**config.mk**
```make
export PLATFORM = sky130hd
export DESIGN_NAME = mem_port_arbiter
export DESIGN_NICKNAME = d
export VERILOG_FILES = /design/src/rtl/mem_port_arbiter.sv
export SDC_FILE = /design/constraint.sdc
export NUM_CORES = 1
export LEC_CHECK = 0
export ABC_AREA = 1
export CAP_MARGIN = 20
export CORE_AREA = 2 2 125 127
export CTS_CLUSTER_SIZE = 24
export DETAILED_ROUTE_END_ITERATION = 16
export DIE_AREA = 0 0 127 129
export PLACE_DENSITY = 0.8
export SLEW_MARGIN = 25
export SYNTH_ARGS = -nofsm -noshare
export SYNTH_HDL_FRONTEND = slang
export SYNTH_SLANG_ARGS = --single-unit
export TNS_END_PERCENT = 1
```
**constraint.sdc**
```tcl
create_clock -name clk -period 3.1 [get_ports clk]
set_input_delay 0.31 -clock clk [delete_from_list [all_inputs] [get_ports clk]]
set_output_delay 0.31 -clock clk [all_outputs]
set_load 0.02 [all_outputs]
```
**src/rtl/mem_port_arbiter.sv**
```systemverilog
// mem_port_arbiter
//   Shares one single-ported memory interface between two requesters using
//   round-robin arbitration. The winning request is latched, presented to
//   memory from registers, and the one-cycle memory response is routed back
//   to the granted requester. A watchdog terminates transactions the memory
//   never answers.
//
// Ports
//   clk, rst                : clock, synchronous active-high reset
//   rN_addr/rmask/wmask/wdata : requester N request (N = 0, 1)
//   rN_rdata, rN_resp       : requester N read data and completion pulse
//   mem_addr/rmask/wmask/wdata: memory request, driven from registers only
//   mem_rdata, mem_resp     : memory read data and one-cycle completion
//   timeout_err             : one-cycle pulse when the watchdog fires
module mem_port_arbiter #(
    parameter int unsigned TIMEOUT_CYCLES = 32'd1024
) (
    input  logic        clk,
    input  logic        rst,

    input  logic [31:0] r0_addr,
    input  logic [3:0]  r0_rmask,
    input  logic [3:0]  r0_wmask,
    input  logic [31:0] r0_wdata,
    output logic [31:0] r0_rdata,
    output logic        r0_resp,

    input  logic [31:0] r1_addr,
    input  logic [3:0]  r1_rmask,
    input  logic [3:0]  r1_wmask,
    input  logic [31:0] r1_wdata,
    output logic [31:0] r1_rdata,
    output logic        r1_resp,

    output logic [31:0] mem_addr,
    output logic [3:0]  mem_rmask,
    output logic [3:0]  mem_wmask,
    output logic [31:0] mem_wdata,
    input  logic [31:0] mem_rdata,
    input  logic        mem_resp,

    output logic        timeout_err
);

    localparam logic [0:0] IDLE = 1'b0;
    localparam logic [0:0] BUSY = 1'b1;

    // Watchdog compare value; only meaningful when the watchdog is enabled.
    localparam bit          TO_EN   = (TIMEOUT_CYCLES != 32'd0);
    localparam logic [15:0] TO_LAST = 16'(TIMEOUT_CYCLES - 32'd1);

    logic [0:0]  state_q,      state_d;
    logic        grant_q,      grant_d;
    logic        last_grant_q, last_grant_d;
    logic [15:0] cnt_q,        cnt_d;
    logic [31:0] addr_q,       addr_d;
    logic [3:0]  rmask_q,      rmask_d;
    logic [3:0]  wmask_q,      wmask_d;
    logic [31:0] wdata_q,      wdata_d;

    logic req0_s;
    logic req1_s;
    logic win_s;
    logic busy_s;
    logic complete_s;
    logic timeout_s;

    assign req0_s = (|r0_rmask) | (|r0_wmask);
    assign req1_s = (|r1_rmask) | (|r1_wmask);
    assign busy_s = (state_q == BUSY);

    // Completion and watchdog decode; mem_resp wins over a coincident timeout.
    always_comb begin
        complete_s = busy_s & mem_resp;
        if (TO_EN) begin
            timeout_s = busy_s & ~mem_resp & (cnt_q == TO_LAST);
        end else begin
            timeout_s = 1'b0;
        end
    end

    // Tie goes to the requester that did not win last time; a lone requester wins.
    always_comb begin
        if (req0_s && req1_s) begin
            win_s = ~last_grant_q;
        end else begin
            win_s = req1_s;
        end
    end

    // Next-state logic: arbitrate in IDLE, wait for response or timeout in BUSY.
    always_comb begin
        state_d      = state_q;
        grant_d      = grant_q;
        last_grant_d = last_grant_q;
        cnt_d        = cnt_q;
        addr_d       = addr_q;
        rmask_d      = rmask_q;
        wmask_d      = wmask_q;
        wdata_d      = wdata_q;
        case (state_q)
            IDLE: begin
                if (req0_s || req1_s) begin
                    state_d      = BUSY;
                    grant_d      = win_s;
                    last_grant_d = win_s;
                    cnt_d        = 16'd0;
                    if (win_s) begin
                        addr_d  = r1_addr;
                        rmask_d = r1_rmask;
                        wmask_d = r1_wmask;
                        wdata_d = r1_wdata;
                    end else begin
                        addr_d  = r0_addr;
                        rmask_d = r0_rmask;
                        wmask_d = r0_wmask;
                        wdata_d = r0_wdata;
                    end
                end else begin
                    state_d = IDLE;
                end
            end
            BUSY: begin
                if (complete_s || timeout_s) begin
                    // Clearing the latched masks makes the memory port idle
                    // straight from registers on the next cycle.
                    state_d = IDLE;
                    rmask_d = 4'h0;
                    wmask_d = 4'h0;
                end else begin
                    cnt_d = cnt_q + 16'd1;
                end
            end
            default: begin
                state_d = IDLE;
                rmask_d = 4'h0;
                wmask_d = 4'h0;
            end
        endcase
    end

    // State and latched-request registers.
    always_ff @(posedge clk) begin
        if (rst) begin
            state_q      <= IDLE;
            grant_q      <= 1'b0;
            last_grant_q <= 1'b1;
            cnt_q        <= 16'd0;
            addr_q       <= 32'h0;
            rmask_q      <= 4'h0;
            wmask_q      <= 4'h0;
            wdata_q      <= 32'h0;
        end else begin
            state_q      <= state_d;
            grant_q      <= grant_d;
            last_grant_q <= last_grant_d;
            cnt_q        <= cnt_d;
            addr_q       <= addr_d;
            rmask_q      <= rmask_d;
            wmask_q      <= wmask_d;
            wdata_q      <= wdata_d;
        end
    end

    assign mem_addr  = addr_q;
    assign mem_rmask = rmask_q;
    assign mem_wmask = wmask_q;
    assign mem_wdata = wdata_q;

    // Route the response to the granted requester; a timeout returns zero data.
    always_comb begin
        r0_resp  = (complete_s | timeout_s) & ~grant_q;
        r1_resp  = (complete_s | timeout_s) & grant_q;
        r0_rdata = 32'h0;
        r1_rdata = 32'h0;
        if (complete_s && !grant_q) begin
            r0_rdata = mem_rdata;
        end else if (complete_s && grant_q) begin
            r1_rdata = mem_rdata;
        end else begin
            r0_rdata = 32'h0;
            r1_rdata = 32'h0;
        end
    end

    assign timeout_err = timeout_s;

endmodule

```
# Word level (Yosys, flattened, before mapping)
# Index checks and enable logic that the tools add are counted.
[totals] register_bits=91 latch_bits=0 mem_bits_rw=0 rom_bits=0 out_inout_bits=139 mem_count=0
[op_classes] addsub=1 n_mul=0 n_div=0 magnitude_cmp=0 eq_ne=4 shifts=0 n_mux=19 bitwise=12 n_reduce_logical=13
[op_table] operator="$mux 32" count=5
[op_table] operator="$mux 16" count=2
[op_table] operator="$pmux 16 s2" count=1
[op_table] operator="$mux 4" count=5
[op_table] operator="$add 16x1->16 const B" count=1
[op_table] operator="$eq 16x10->1 const B" count=1
[op_table] operator="$pmux 4 s2" count=2
[op_table] operator="$reduce_or 4->1" count=4
[op_table] operator="$reduce_and 2->1" count=3
[op_table] operator="$and 1x1->1" count=5
[op_table] operator="$ne 2x2->1 const B" count=2
[op_table] operator="$not 1->1" count=4
[op_table] operator="$logic_and 1x1->1" count=3
[op_table] operator="$mux 1" count=3
[op_table] operator="$or 1x1->1" count=3
[op_table] operator="$logic_or 1x1->1" count=2
[op_table] operator="$ne 2x1->1 const B" count=1
[op_table] operator="$pmux 1 s2" count=1
[op_table] operator="$logic_not 1->1" count=1

# Logic depth before layout (Yosys ltp)
[logic_depth] depth_word=7 mapped_depth=12 ltp_nobuf=10

# Worst setup path after synthesis
# No wires, ideal clock.
[synth_timing] kind="register to output" start="reg cnt_q[0]" end="out r0_resp" t_arrival_ns=1.820 required_ns=2.790 slack_ns=0.970 path_stages_with_launch=8 path_buffers=0 path_cell_list="dfxtp_1 ha_1 nand2_1 nor2_1 nand3_1 nor3_1 nor2_1 nor2_1"
[synth_via] elab_chain_cells=4
[synth_rtl] element="start: declaration" line_no="55" text="logic [15:0] cnt_q, cnt_d;"
[synth_rtl] element="start signal: assignment" line_no="157" text="cnt_q <= cnt_d;"
[synth_rtl] element="$eq 16x10->1" line_no="76" text="timeout_s = busy_s & ~mem_resp & (cnt_q == TO_LAST);"
[synth_rtl] element="$and 1x1->1" line_no="76"
[synth_rtl] element="net timeout_err" line_no="42" text="output logic timeout_err"
[synth_rtl] element="$or 1x1->1" line_no="172" text="r0_resp = (complete_s | timeout_s) & ~grant_q;"
[synth_rtl] element="$and 1x1->1" line_no="172"
[synth_rtl] element="end: declaration" line_no="26" text="output logic r0_resp,"
# The timed path passes the listed nets, and every way through them passes these cells.

# Final worst setup path
[layout_timing] start="reg cnt_q[0]" end="out r0_resp"
[layout_via] elab_chain_cells=4
[layout_rtl] element="$eq 16x10->1" line_no="76"
[layout_rtl] element="$and 1x1->1" line_no="76"
[layout_rtl] element="$or 1x1->1" line_no="172"
[layout_rtl] element="$and 1x1->1" line_no="172"
# Every way passes these cells.

==> impl_results.md <==
* Worst reg2reg path startpoint: cnt_q[0]$_SDFFE_PP0P_
* Internal reg-to-reg setup slack at 1.12 ns
* Storage cell area at 1820 um^2
* Crit Path Class: flip-flop to output pin
* NetSw at 1.11 mW
* Sink Count at 91
* Fin crit period at 2.75 ns
* Final clock skew at 0.00863 ns
* Worst-case clock buffer depth at 2
* Part of the power in registers at between 30% and 40%
* Via-per-instance ratio at 4.64
* Fmax at 0.363 GHz
* Worst-Skew Late Latency at 0.35 ns
* Gpl congestion at ~0.9
* DR WL/cell at about 13 um
* RSZ-0062 raised after global routing: false
* Synth Warn # at 0
* Die Ht at roughly 130 um
* Drt initial violations at 350
* Switching share of power at 31.7%
* Mapped cell area at approximately 5400 um^2
* Syn-to-layout area delta at 66.6%
* Seq/Total Area, Yosys at 34.0%
* Total CTS buffers at 9
* HP Class: input port to flip-flop
* Routed Antenna Nets at 0
* Comb power frac at 32.2%
* Residual DRC at 0
* Via Count at 6598
* Filler cell count at 1470
* Mapped Nets at 1120
* Final core utilization at 59.6%
* Hold Crit Start: rst
* Most common cell after layout, fill and taps aside: clkdlybuf4s50_1
* Post-synth cell types at 25
* Most frequent cells in the layout: clkdlybuf4s50_1, nand2_1, nor2_1, inv_1, nand3_1
* First-pass GRT wire length at 28.6 mm
* Setup bufs post-CTS at 0
* Worst Tran Pin Value at approximately 0.55 ns
* H-tree depth at 3
* Status: finished, final reports clean
* DP Wirelength at 13.8 mm
* IO Count at 318
* Layout Nets at approximately 1400
* Number of global-route vias before repair at 6050
* CTS tree: done
* Pleak at 4.32 nW
* Die W at 127 um
* Post-Syn Instances at 940
* Max cap viols at 0
* Drt first pass iters at 4
* R2r endpoint: cnt_q[0]$_SDFFE_PP0P_
* PD cells at between 300 and 400 nW/um^2
* Crit start category: flip-flop
* Period Utilization, post-route at 88.8%
* DRT Wirelength at 18.1 mm
* Post-CTS resize count at 0
* Pin count of the biggest net entering global routing at 61
* Core area at 15000 um^2
* Req. time, crit path at 2.79 ns
* Fraction of layout cells with a size suffix above 1 at roughly 3.1%
* Root buffer cell: clkbuf_16
* Clock Power Share at between 20% and 30%
* Crit. End Element: output pin
* I/O Buffers at 317
* Syn avg cell area at ~5.7 um^2
* Hold violation total from the final report at 0
* Min-Delay Endpoint: busy_s$_SDFF_PP0_
* Reg clk slew, reported paths at 0.07 ns
* Cts hold-fix bufs at 0
* Final count of negative-setup-slack endpoints at 0
* Crit Path Max Fanout at 4
* Gr usage total at 21.6%
* Num rows at 45
* Seq cells post-synth at 91
* Rel. slew slack at 63.3%
* Peak supply drop at 0.340 mV
* Initial Util at between 30% and 40%
* Critical Path AT at 2.44 ns
* R2R cell count at 9
* Hold depth at 2
* Setup TNS at 0 ns
* Cell-internal power at 2.39 mW
* Die Footprint at 16400 um^2
* Final number of max-transition violations at 0
* Initial antenna violation count at 2
* Area taken by multi-input logic gates at between 2000 and 3000 um^2
* Total gr overflow at 0
[registers in the layout, summed over array words and instances, names as in the netlist]
name	count
last_grant_q	1
mem_addr	32
grant_q	1
mem_wdata	32
mem_wmask	4
busy_s	1
mem_rmask	4
cnt_q	16
[synthesized netlist by cell type]
library cell,instances,area (um^2)
nor3_1,3,15.0
nand3_1,101,505
nand2_4,1,11.3
buf_6,6,67.6
nand4_1,14,87.6
nor2_1,243,912
buf_2,12,60.1
buf_4,1,7.51
inv_1,128,480
nand3_2,1,10.0
ha_1,1,12.5
inv_2,2,7.51
nand3b_1,7,52.6
a21oi_1,20,100
xor2_1,1,8.76
o21ai_4,1,16.3
o21bai_1,1,7.51
nor3_2,1,10.0
dfxtp_1,91,1820
o21ai_0,1,5.00
nor3b_1,2,15.0
nand2_1,267,1000
clkbuf_1,32,120
xnor2_1,1,8.76
nand2_2,2,12.5
[layer usage]
metal / vias to the layer above / GRT usage (%) / wire [um]
met4: 2 / 7.69 / 406
met1: 2934 / 22.4 / 7090
met3: 33 / 8.52 / 1770
met5: - / 0 / 12
met2: 229 / 39.7 / 8860
li1: 3400 / - / -
[critical path, stage by stage, from the launching register on]
cell             delay [ns]
dfxtp_1                0.38
ha_1                   0.20
nand2_1                0.11
nor2_1                 0.18
nand3_1                0.14
nor3_1                 0.27
nor2_1                 0.10
nor2_1                 0.10
clkdlybuf4s50_1        0.62
[power groups by stage]
stage | Combinational, mW | Sequential [mW] | Clock (mW)
floorplan | 0.458 | 1.46 | 0
global placement | 1.12 | 1.35 | 0
detailed placement | 1.13 | 1.35 | 0
CTS | 1.13 | 1.33 | 1.07
global route | 1.23 | 1.34 | 1.13
finish | 1.12 | 1.33 | 1.04
[layout make-up]
type                            instances  area share (%)
Multi-Input combinational cell        668            31.3
Sequential cell                        91            20.4
Tap cell                              188            2.64
Antenna cell                            1          0.0280
Clock buffer                           10            2.68
Clock inverter                          5           0.435
Timing Repair Buffer                  330            37.0
Inverter                              130            5.50
[stage by stage]
stage	hold WS (ns)	std cells	total power, mW	worst slack, ns	cell area [um^2]
global placement	0.486	1407	2.47	0.531	8640
detailed placement	0.488	1407	2.48	0.481	8640
finish	0.435	1423	3.49	0.348	8920
CTS	0.435	1422	3.53	0.333	8920
global route	0.469	1423	3.70	0.131	8920
floorplan	0.471	940	1.92	0.970	5360
[how the worst max path moves through the flow]
stage          slack [ns]           end                   from
2_1_floorplan        0.97       r0_resp  cnt_q[0]$_SDFFE_PP0P_
3_3_place_gp         0.53  r1_rdata[15]               mem_resp
4_1_cts              0.33       r0_resp  cnt_q[0]$_SDFFE_PP0P_
6_report             0.35       r0_resp  cnt_q[0]$_SDFFE_PP0P_
3_5_place_dp         0.48  r1_rdata[17]               mem_resp
5_1_grt              0.13       r1_resp  cnt_q[0]$_SDFFE_PP0P_
[logic make-up (layout without fill, tap and decap cells)]
| group | Yosys count | count (layout) | synth area share (%) |
|---|---|---|---|
| AOI/OAI and AO/OA | 23 | 23 | 2.41 |
| xor gates and xnor gates | 2 | 2 | 0.327 |
| adders and majority gates | 1 | 1 | 0.233 |
| buffers and inverters | 181 | 475 | 13.9 |
| DFF | 91 | 91 | 34.0 |
| other | 0 | 1 | 0 |
| and+or+nand+nor | 642 | 642 | 49.2 |
(Power assumes the default switching activity.)
